[config.mk]
export PLATFORM = sky130hd
export DESIGN_NAME = aes_uart_tx
export DESIGN_NICKNAME = d
export VERILOG_FILES = /design/src/rtl/aes_uart_tx.sv
export SDC_FILE = /design/constraint.sdc
export NUM_CORES = 1
export LEC_CHECK = 0
export BUFFER_PORTS_ARGS = -buffer_cell sky130_fd_sc_hd__buf_2
export CAP_MARGIN = 20
export CORE_UTILIZATION = 58
export CTS_CLUSTER_DIAMETER = 100
export DETAILED_ROUTE_END_ITERATION = 8
export PLACE_DENSITY = 0.9
export SLEW_MARGIN = 20
export SYNTH_ARGS = -nofsm -noshare
export SYNTH_HDL_FRONTEND = slang
export SYNTH_SLANG_ARGS = --single-unit
[constraint.sdc]
create_clock -name clk -period 5.7 [get_ports clk]
set_clock_uncertainty 0.05 [all_clocks]
set_input_delay 1.71 -clock clk [delete_from_list [all_inputs] [get_ports clk]]
set_output_delay 1.71 -clock clk [all_outputs]
set_load 0.005 [all_outputs]
[src/rtl/aes_uart_tx.sv]
// ---------------------------------------------------------------------------
// aes_uart_tx
//
// Transmit end of the RS-232 AES link. On an accepted start the 128-bit
// ciphertext and the decrypt self-check flag are latched, then sent as 16
// bytes of 8N1 UART (most significant byte first, each byte LSB first).
// An optional 17th status byte (8'h01 = check passed, 8'h00 = failed)
// follows the ciphertext.
//
// Parameters:
//   CLKS_PER_BIT  - clk cycles per UART bit (>= 2)
//   APPEND_STATUS - 1 = append the status byte, 0 = ciphertext only
//
// Ports:
//   clk      - system clock, all logic on the rising edge
//   rst      - synchronous active-high reset, aborts any transfer
//   start    - send request, honoured only while busy is low
//   data_in  - 128-bit ciphertext, latched on the accepting edge
//   check_ok - self-check flag, latched on the accepting edge
//   tx       - UART line, idles high
//   busy     - high while the frame sequence is on the line
//   done     - one-cycle pulse after the final stop bit
//   byte_idx - index of the byte on the line (0..16), 0 when idle
// ---------------------------------------------------------------------------
module aes_uart_tx #(
    parameter int CLKS_PER_BIT  = 434,
    parameter bit APPEND_STATUS = 1'b1
) (
    input  logic         clk,
    input  logic         rst,
    input  logic         start,
    input  logic [127:0] data_in,
    input  logic         check_ok,
    output logic         tx,
    output logic         busy,
    output logic         done,
    output logic [4:0]   byte_idx
);

    typedef enum logic [2:0] {
        S_IDLE,
        S_START_BIT,
        S_DATA,
        S_STOP_BIT,
        S_DONE
    } state_t;

    localparam int            TW        = (CLKS_PER_BIT > 1) ? $clog2(CLKS_PER_BIT) : 1;
    localparam logic [TW-1:0] TICK_MAX  = TW'(CLKS_PER_BIT - 1);
    localparam logic [4:0]    LAST_BYTE = APPEND_STATUS ? 5'd16 : 5'd15;

    state_t         state, state_n;
    logic [TW-1:0]  timer, timer_n;
    logic [2:0]     bit_cnt, bit_cnt_n;
    logic [4:0]     byte_cnt, byte_cnt_n;
    logic [127:0]   shift_reg, shift_n;
    logic           status_q, status_n;

    logic           tx_n;
    logic           busy_n;
    logic           done_n;
    logic [4:0]     byte_idx_n;
    logic [7:0]     cur_byte_n;
    logic           tick;

    assign tick = (timer == TICK_MAX);

    // State register. The outputs are registered from the next-state values
    // so that they change on the same edge as the state itself.
    always_ff @(posedge clk) begin
        if (rst) begin
            state     <= S_IDLE;
            timer     <= '0;
            bit_cnt   <= '0;
            byte_cnt  <= '0;
            shift_reg <= '0;
            status_q  <= 1'b0;
            tx        <= 1'b1;
            busy      <= 1'b0;
            done      <= 1'b0;
            byte_idx  <= '0;
        end else begin
            state     <= state_n;
            timer     <= timer_n;
            bit_cnt   <= bit_cnt_n;
            byte_cnt  <= byte_cnt_n;
            shift_reg <= shift_n;
            status_q  <= status_n;
            tx        <= tx_n;
            busy      <= busy_n;
            done      <= done_n;
            byte_idx  <= byte_idx_n;
        end
    end

    // Next-state and counter logic. The DONE cycle has busy low, so a start
    // seen there is accepted exactly like one seen in IDLE.
    always_comb begin
        state_n    = state;
        timer_n    = timer;
        bit_cnt_n  = bit_cnt;
        byte_cnt_n = byte_cnt;
        shift_n    = shift_reg;
        status_n   = status_q;

        case (state)
            S_IDLE, S_DONE: begin
                if (state == S_DONE) begin
                    state_n = S_IDLE;
                end
                if (start) begin
                    state_n    = S_START_BIT;
                    timer_n    = '0;
                    bit_cnt_n  = '0;
                    byte_cnt_n = '0;
                    shift_n    = data_in;
                    status_n   = check_ok;
                end
            end

            S_START_BIT: begin
                timer_n = tick ? '0 : timer + 1'b1;
                if (tick) begin
                    state_n   = S_DATA;
                    bit_cnt_n = '0;
                end
            end

            S_DATA: begin
                timer_n = tick ? '0 : timer + 1'b1;
                if (tick) begin
                    if (bit_cnt == 3'd7) begin
                        state_n = S_STOP_BIT;
                    end else begin
                        bit_cnt_n = bit_cnt + 1'b1;
                    end
                end
            end

            S_STOP_BIT: begin
                timer_n = tick ? '0 : timer + 1'b1;
                if (tick) begin
                    if (byte_cnt == LAST_BYTE) begin
                        state_n = S_DONE;
                    end else begin
                        // Next ciphertext byte moves into the top of the shifter.
                        state_n    = S_START_BIT;
                        byte_cnt_n = byte_cnt + 1'b1;
                        shift_n    = {shift_reg[119:0], 8'h00};
                    end
                end
            end

            default: begin
                state_n = S_IDLE;
            end
        endcase
    end

    // Output logic, evaluated on the next-state values. Byte 16 is the status
    // byte; bytes 0..15 always sit in the top eight bits of the shifter.
    always_comb begin
        cur_byte_n = (byte_cnt_n == 5'd16) ? {7'b0, status_n} : shift_n[127:120];
        tx_n       = 1'b1;
        busy_n     = 1'b0;
        done_n     = 1'b0;
        byte_idx_n = '0;

        case (state_n)
            S_START_BIT: begin
                tx_n       = 1'b0;
                busy_n     = 1'b1;
                byte_idx_n = byte_cnt_n;
            end
            S_DATA: begin
                tx_n       = cur_byte_n[bit_cnt_n];
                busy_n     = 1'b1;
                byte_idx_n = byte_cnt_n;
            end
            S_STOP_BIT: begin
                tx_n       = 1'b1;
                busy_n     = 1'b1;
                byte_idx_n = byte_cnt_n;
            end
            S_DONE: begin
                done_n = 1'b1;
            end
            default: begin
                tx_n = 1'b1;
            end
        endcase
    end

endmodule

Word-level counts from Yosys, hierarchy flattened. Index checks and enable logic that the tools add are counted.

Register bits: 157. Input bits: 132. Word-level logic and storage cells: 72. Output and inout port bits: 8.

Mux-type cells: 32. Reductions and logical operators: 9. Eq/ne operators: 15. Bitwise gates (word level): 1. $lt $le $gt $ge: 1. $add $sub $neg: 3.

Operator list (number): $mux 128 (3); $pmux 128 s2 (1); $mux 3 (11); $mux 9 (2); $pmux 9 s2 (1); $mux 5 (3); $eq 3x2->1 const B (4); $pmux 3 s4 (1); $eq 5x5->1 const B (2); $pmux 5 s2 (1); $add 9x1->9 const B (1); $eq 3x3->1 const B (3); $eq 9x9->1 const B (1); $pmux 3 s3 (1); $mux 8 (1); $eq 3x1->1 const B (2); $ne 2x2->1 const B (3); $reduce_or 3->1 (2); $add 5x1->5 const B (1); $mux 1 (5); $lt 3x4->1 const B (1); $reduce_and 4->1 (1); $reduce_bool 2->1 (2); $reduce_or 2->1 (2); other kinds (6) (6).

Logic depth before layout (Yosys ltp).
Word-level depth: 9. Mapped depth: 11. Depth with buffers taken out: 9.

Worst setup path after synthesis. No wires, ideal clock.

Path type: in2reg. From: input port start. To: register tx. Path buffers: 1. Data arrival time: 3.662 ns. Required time: 5.531 ns. Library setup time: 0.119 ns. Setup slack: 1.869 ns. Stages: 7. Path through: nor3b_1 > clkbuf_1 > o221ai_1 > mux4_2 > mux2_2 > a211oi_1 > o21ai_1.

Cells in the longest elaborated chain, start to end: 7. Elaborated cells on any way between the ends: 17. Classes of those cells: 3 x eq/ne; 14 x mux.

RTL lines: start: declaration (RTL line 31) `input logic start,`; $mux 5 (RTL line 111) `if (start) begin`; $pmux 5 s2 (RTL line 106) `case (state)`; $eq 5x5->1 (RTL line 163) `cur_byte_n = (byte_cnt_n == 5'd16) ? {7'b0, status_n} : shift_n[127:120];`; $mux 8 (RTL line 163); $bmux 1 s3 (RTL line 176) `tx_n = cur_byte_n[bit_cnt_n];`; $mux 1 (not written as such) (RTL line 176); $pmux 1 s2 (*) (RTL line 169) `case (state_n)`; end signal: assignment (RTL line 89) `tx <= tx_n;`; end: declaration (RTL line 34) `output logic tx,`.

Mark *: on every way between the ends. The rest lies on a longest branch, timed or not. The select of a mux whose other input is x is not followed. A chain may end at the register's enable or synchronous reset.

Worst setup path after layout. Same ends and word-level chain as after synthesis.

==> key figures <==
STA
  – Final-report setup violation count: 0
  – Sum Neg Setup Slack: 0 ps
  – Period utilization: 64.86%
  – Endpoints failing hold: 0
  – Worst Tran Pin Value: 924.5 ps
  – Max-slew headroom: 38.10%
  – Post-layout min period: 3697 ps
  – Slew Limit Fails: 0
  – RSZ-0062 raised after global routing: false
  – Fmax: 0.2705 GHz
  – WHS: 403.6 ps

Worst setup path
  – Crit Path Max Fanout: 16
  – Element type at the critical path start: primary input
  – Required @ worst endpoint: 6050 ps
  – CP endpoint kind: flip-flop
  – Worst r2r dst: tx
  – R2R setup slack: 2350 ps
  – Arr. time, crit path: 4050 ps
  – Reg-to-Reg Start: timer[0]
  – Setup CP Type: primary input to flip-flop
  – Worst reg2reg path depth: 8

Final layout
  – Post-route cell area: 7792 sq um
  – Share of layout cells above drive strength 1: 21.96%
  – Syn-to-layout area delta: 19.91%
  – Ant. Diodes: 0
  – Layout net count: 1003
  – Max FFs per register: 128
  – Post-Layout Cell Count: 1019

Clocking
  – TritonCTS Sinks: 157
  – Root Buffer: clkbuf_8
  – Cts hold-fix bufs: 0
  – Post-CTS Setup Bufs: 0
  – Clock buffer depth: 2
  – Clk slew on worst S/H paths: 70 ps
  – Clk_lat worst skew: 510 ps
  – CTS Buf Count: 17
  – Post-CTS sizing: 0
  – CTS tree: yes
  – H-tree levels: 4

Detailed routing
  – DRT antenna net count: 0
  – Initial DRT Pass Iterations: 8
  – Drt total wl: 16470 um
  – DR iter-0 viols: 600
  – Drt drc: 0
  – Vias per cell: 6.064
  – Via count: 6179
  – WL per Instance: 16.16 um

Power and ir drop
  – Clk pwr share: 43.5%
  – Int Pwr: 0.001885 W
  – PD cells: 324.8 nW/um^2
  – Sw frac: 25.55%
  – Max VDD drop: 181.8 uV
  – Combinational share of power: 9.5%
  – Seq pwr share: 47.0%
  – Final total power: 0.002531 W
  – Pleak: 2.960 nW
  – P_sw: 0.0006468 W

Die
  – Die area: 11630 sq um
  – Width of the die: 107.9 um
  – Num rows: 38
  – I/O pin total: 140
  – Starting Density: 59.69%
  – Core Box Area: 10890 sq um
  – Die height: 107.9 um

Synthesis
  – Xor/xnor cell area share of the yosys netlist: 0.2695%
  – Gate Count Post-Synth: 766
  – Simple logic cell fraction of the synthesized area: 16.40%
  – Adder-Cell Fraction of Synth Area: 0.9626%
  – Netlist Area Pre-Place: 6499 sq um
  – EDFF count, synth: 0
  – Post-synth top flop: dfxtp_1
  – Post-synth net total: 903
  – Main combinational cell family by area after synthesis: compound AO/OA/AOI/OAI gates
  – Synth Register Bits: 157
  – Number of library cell types mapped by synthesis: 47
  – Sequential area share after synthesis: 48.36%
  – Mux share of post-synthesis cell area: 1.502%
  – Synthesis Warnings: 0
  – Synth top area share: 48.36%
  – FFs w/ async S/R, synth: 0%
  – Syn Area/Cell: 8.484 sq um
  – Top-count cell post-synth: dfxtp_1
  – Compound-Gate Fraction of Synth Area: 27.49%
  – Synth top cells by count: 157 x dfxtp_1, 138 x nand2_1, 129 x a21oi_1
  – Synth area leaders: dfxtp_1 48%, a22oi_1 13%, a21oi_1 9.9%, nand2_1 8.0%, clkbuf_1 3.4%
  – Cell taking the most area after synthesis: dfxtp_1

Place
  – Port Buffers: 139
  – # placed instances: 987
  – Placed cell areas: 7204 sq um
  – GP Congestion: 0.8779
  – Dpl hpwl: 10590 um

Min path
  – Hold Path Sink: shift_reg[54]
  – Worst hold path type: flip-flop to flip-flop
  – Number of cells on the worst hold path: 2
  – Hold_sp: shift_reg[54]

Global routing
  – Vias in the first global route: 5819
  – Initial antenna violation count: 0
  – First-pass GRT wire length: 26680 um
  – Largest net degree at the start of global routing: 114
  – Gr usage total: 28.83%
  – Total gr overflow: 0

Run status
  – Status: completed

Job
  – MaxCap Viol Count: 0
[cell usage in the layout (no fill, tap or decap), types with 7 or more instances in the layout]
cell type	count
nor2b_1	8
dfxtp_1	157
buf_4	10
a21oi_1	129
a22oi_1	113
nor2_1	34
nand3_1	16
clkbuf_16	16
o221ai_1	9
buf_2	138
nand2_1	138
o41ai_1	7
nor3b_1	8
inv_1	14
[through the flow]
stage,setup slack [ps],utilization (%)
CTS,2053,71.54
finish,2003,71.57
global placement,1607,66.17
global route,1868,71.57
detailed placement,1528,66.17
floorplan,1869,-
[cells by family after synthesis]
logic type,Yosys count
buffers and inverters,82
DFF,157
and+or+nand+nor,234
xor gates and xnor gates,2
muxes,7
adders and majority gates,5
AOI/OAI and AO/OA,279
[routing by layer]
metal	vias to the layer above	part of all wire [%]	global-route usage, %
met5	-	0	0
met2	250	49	46.98
li1	2978	-	-
met4	0	2.0	10.67
met3	36	7.4	7.385
met1	2915	41	36.65
[critical path, stage by stage]
cell and delay [ps]:
buf_2 90, nor3b_2 740, buf_4 310, a2111o_1 140
nand3_1 130, mux4_2 310, mux2_2 280, a211oi_1 250
o21ai_1 80
[worst max-delay path by stage]
| stage | from | end | slack [ps] | depth (start not counted) |
|---|---|---|---|---|
| floorplan | start | tx | 1870 | 7 |
| global placement | start | tx | 1610 | 9 |
| detailed placement | start | tx | 1530 | 9 |
| CTS | start | tx | 2050 | 9 |
| global route | start | tx | 1870 | 9 |
| finish | start | tx | 2000 | 9 |
[layout make-up]
cell class	count	area, sq um
Tap cell	140	175.2
Inverter	14	52.55
Sequential cell	157	3143
Timing Repair Buffer	149	777.0
Fill cell	813	3095
Multi-Input combinational cell	527	3060
Clock buffer	19	441.7
Clock inverter	13	142.6
[power by group through the flow]
stage,Clock [W],Sequential (W),Combinational [W]
floorplan,0,0.00120,0.000157
global placement,0,0.00121,0.000230
detailed placement,0,0.00121,0.000236
CTS,0.00112,0.00119,0.000237
global route,0.00117,0.00120,0.000266
finish,0.00110,0.00119,0.000240
Note: power is estimated with default switching activity, not from simulation.
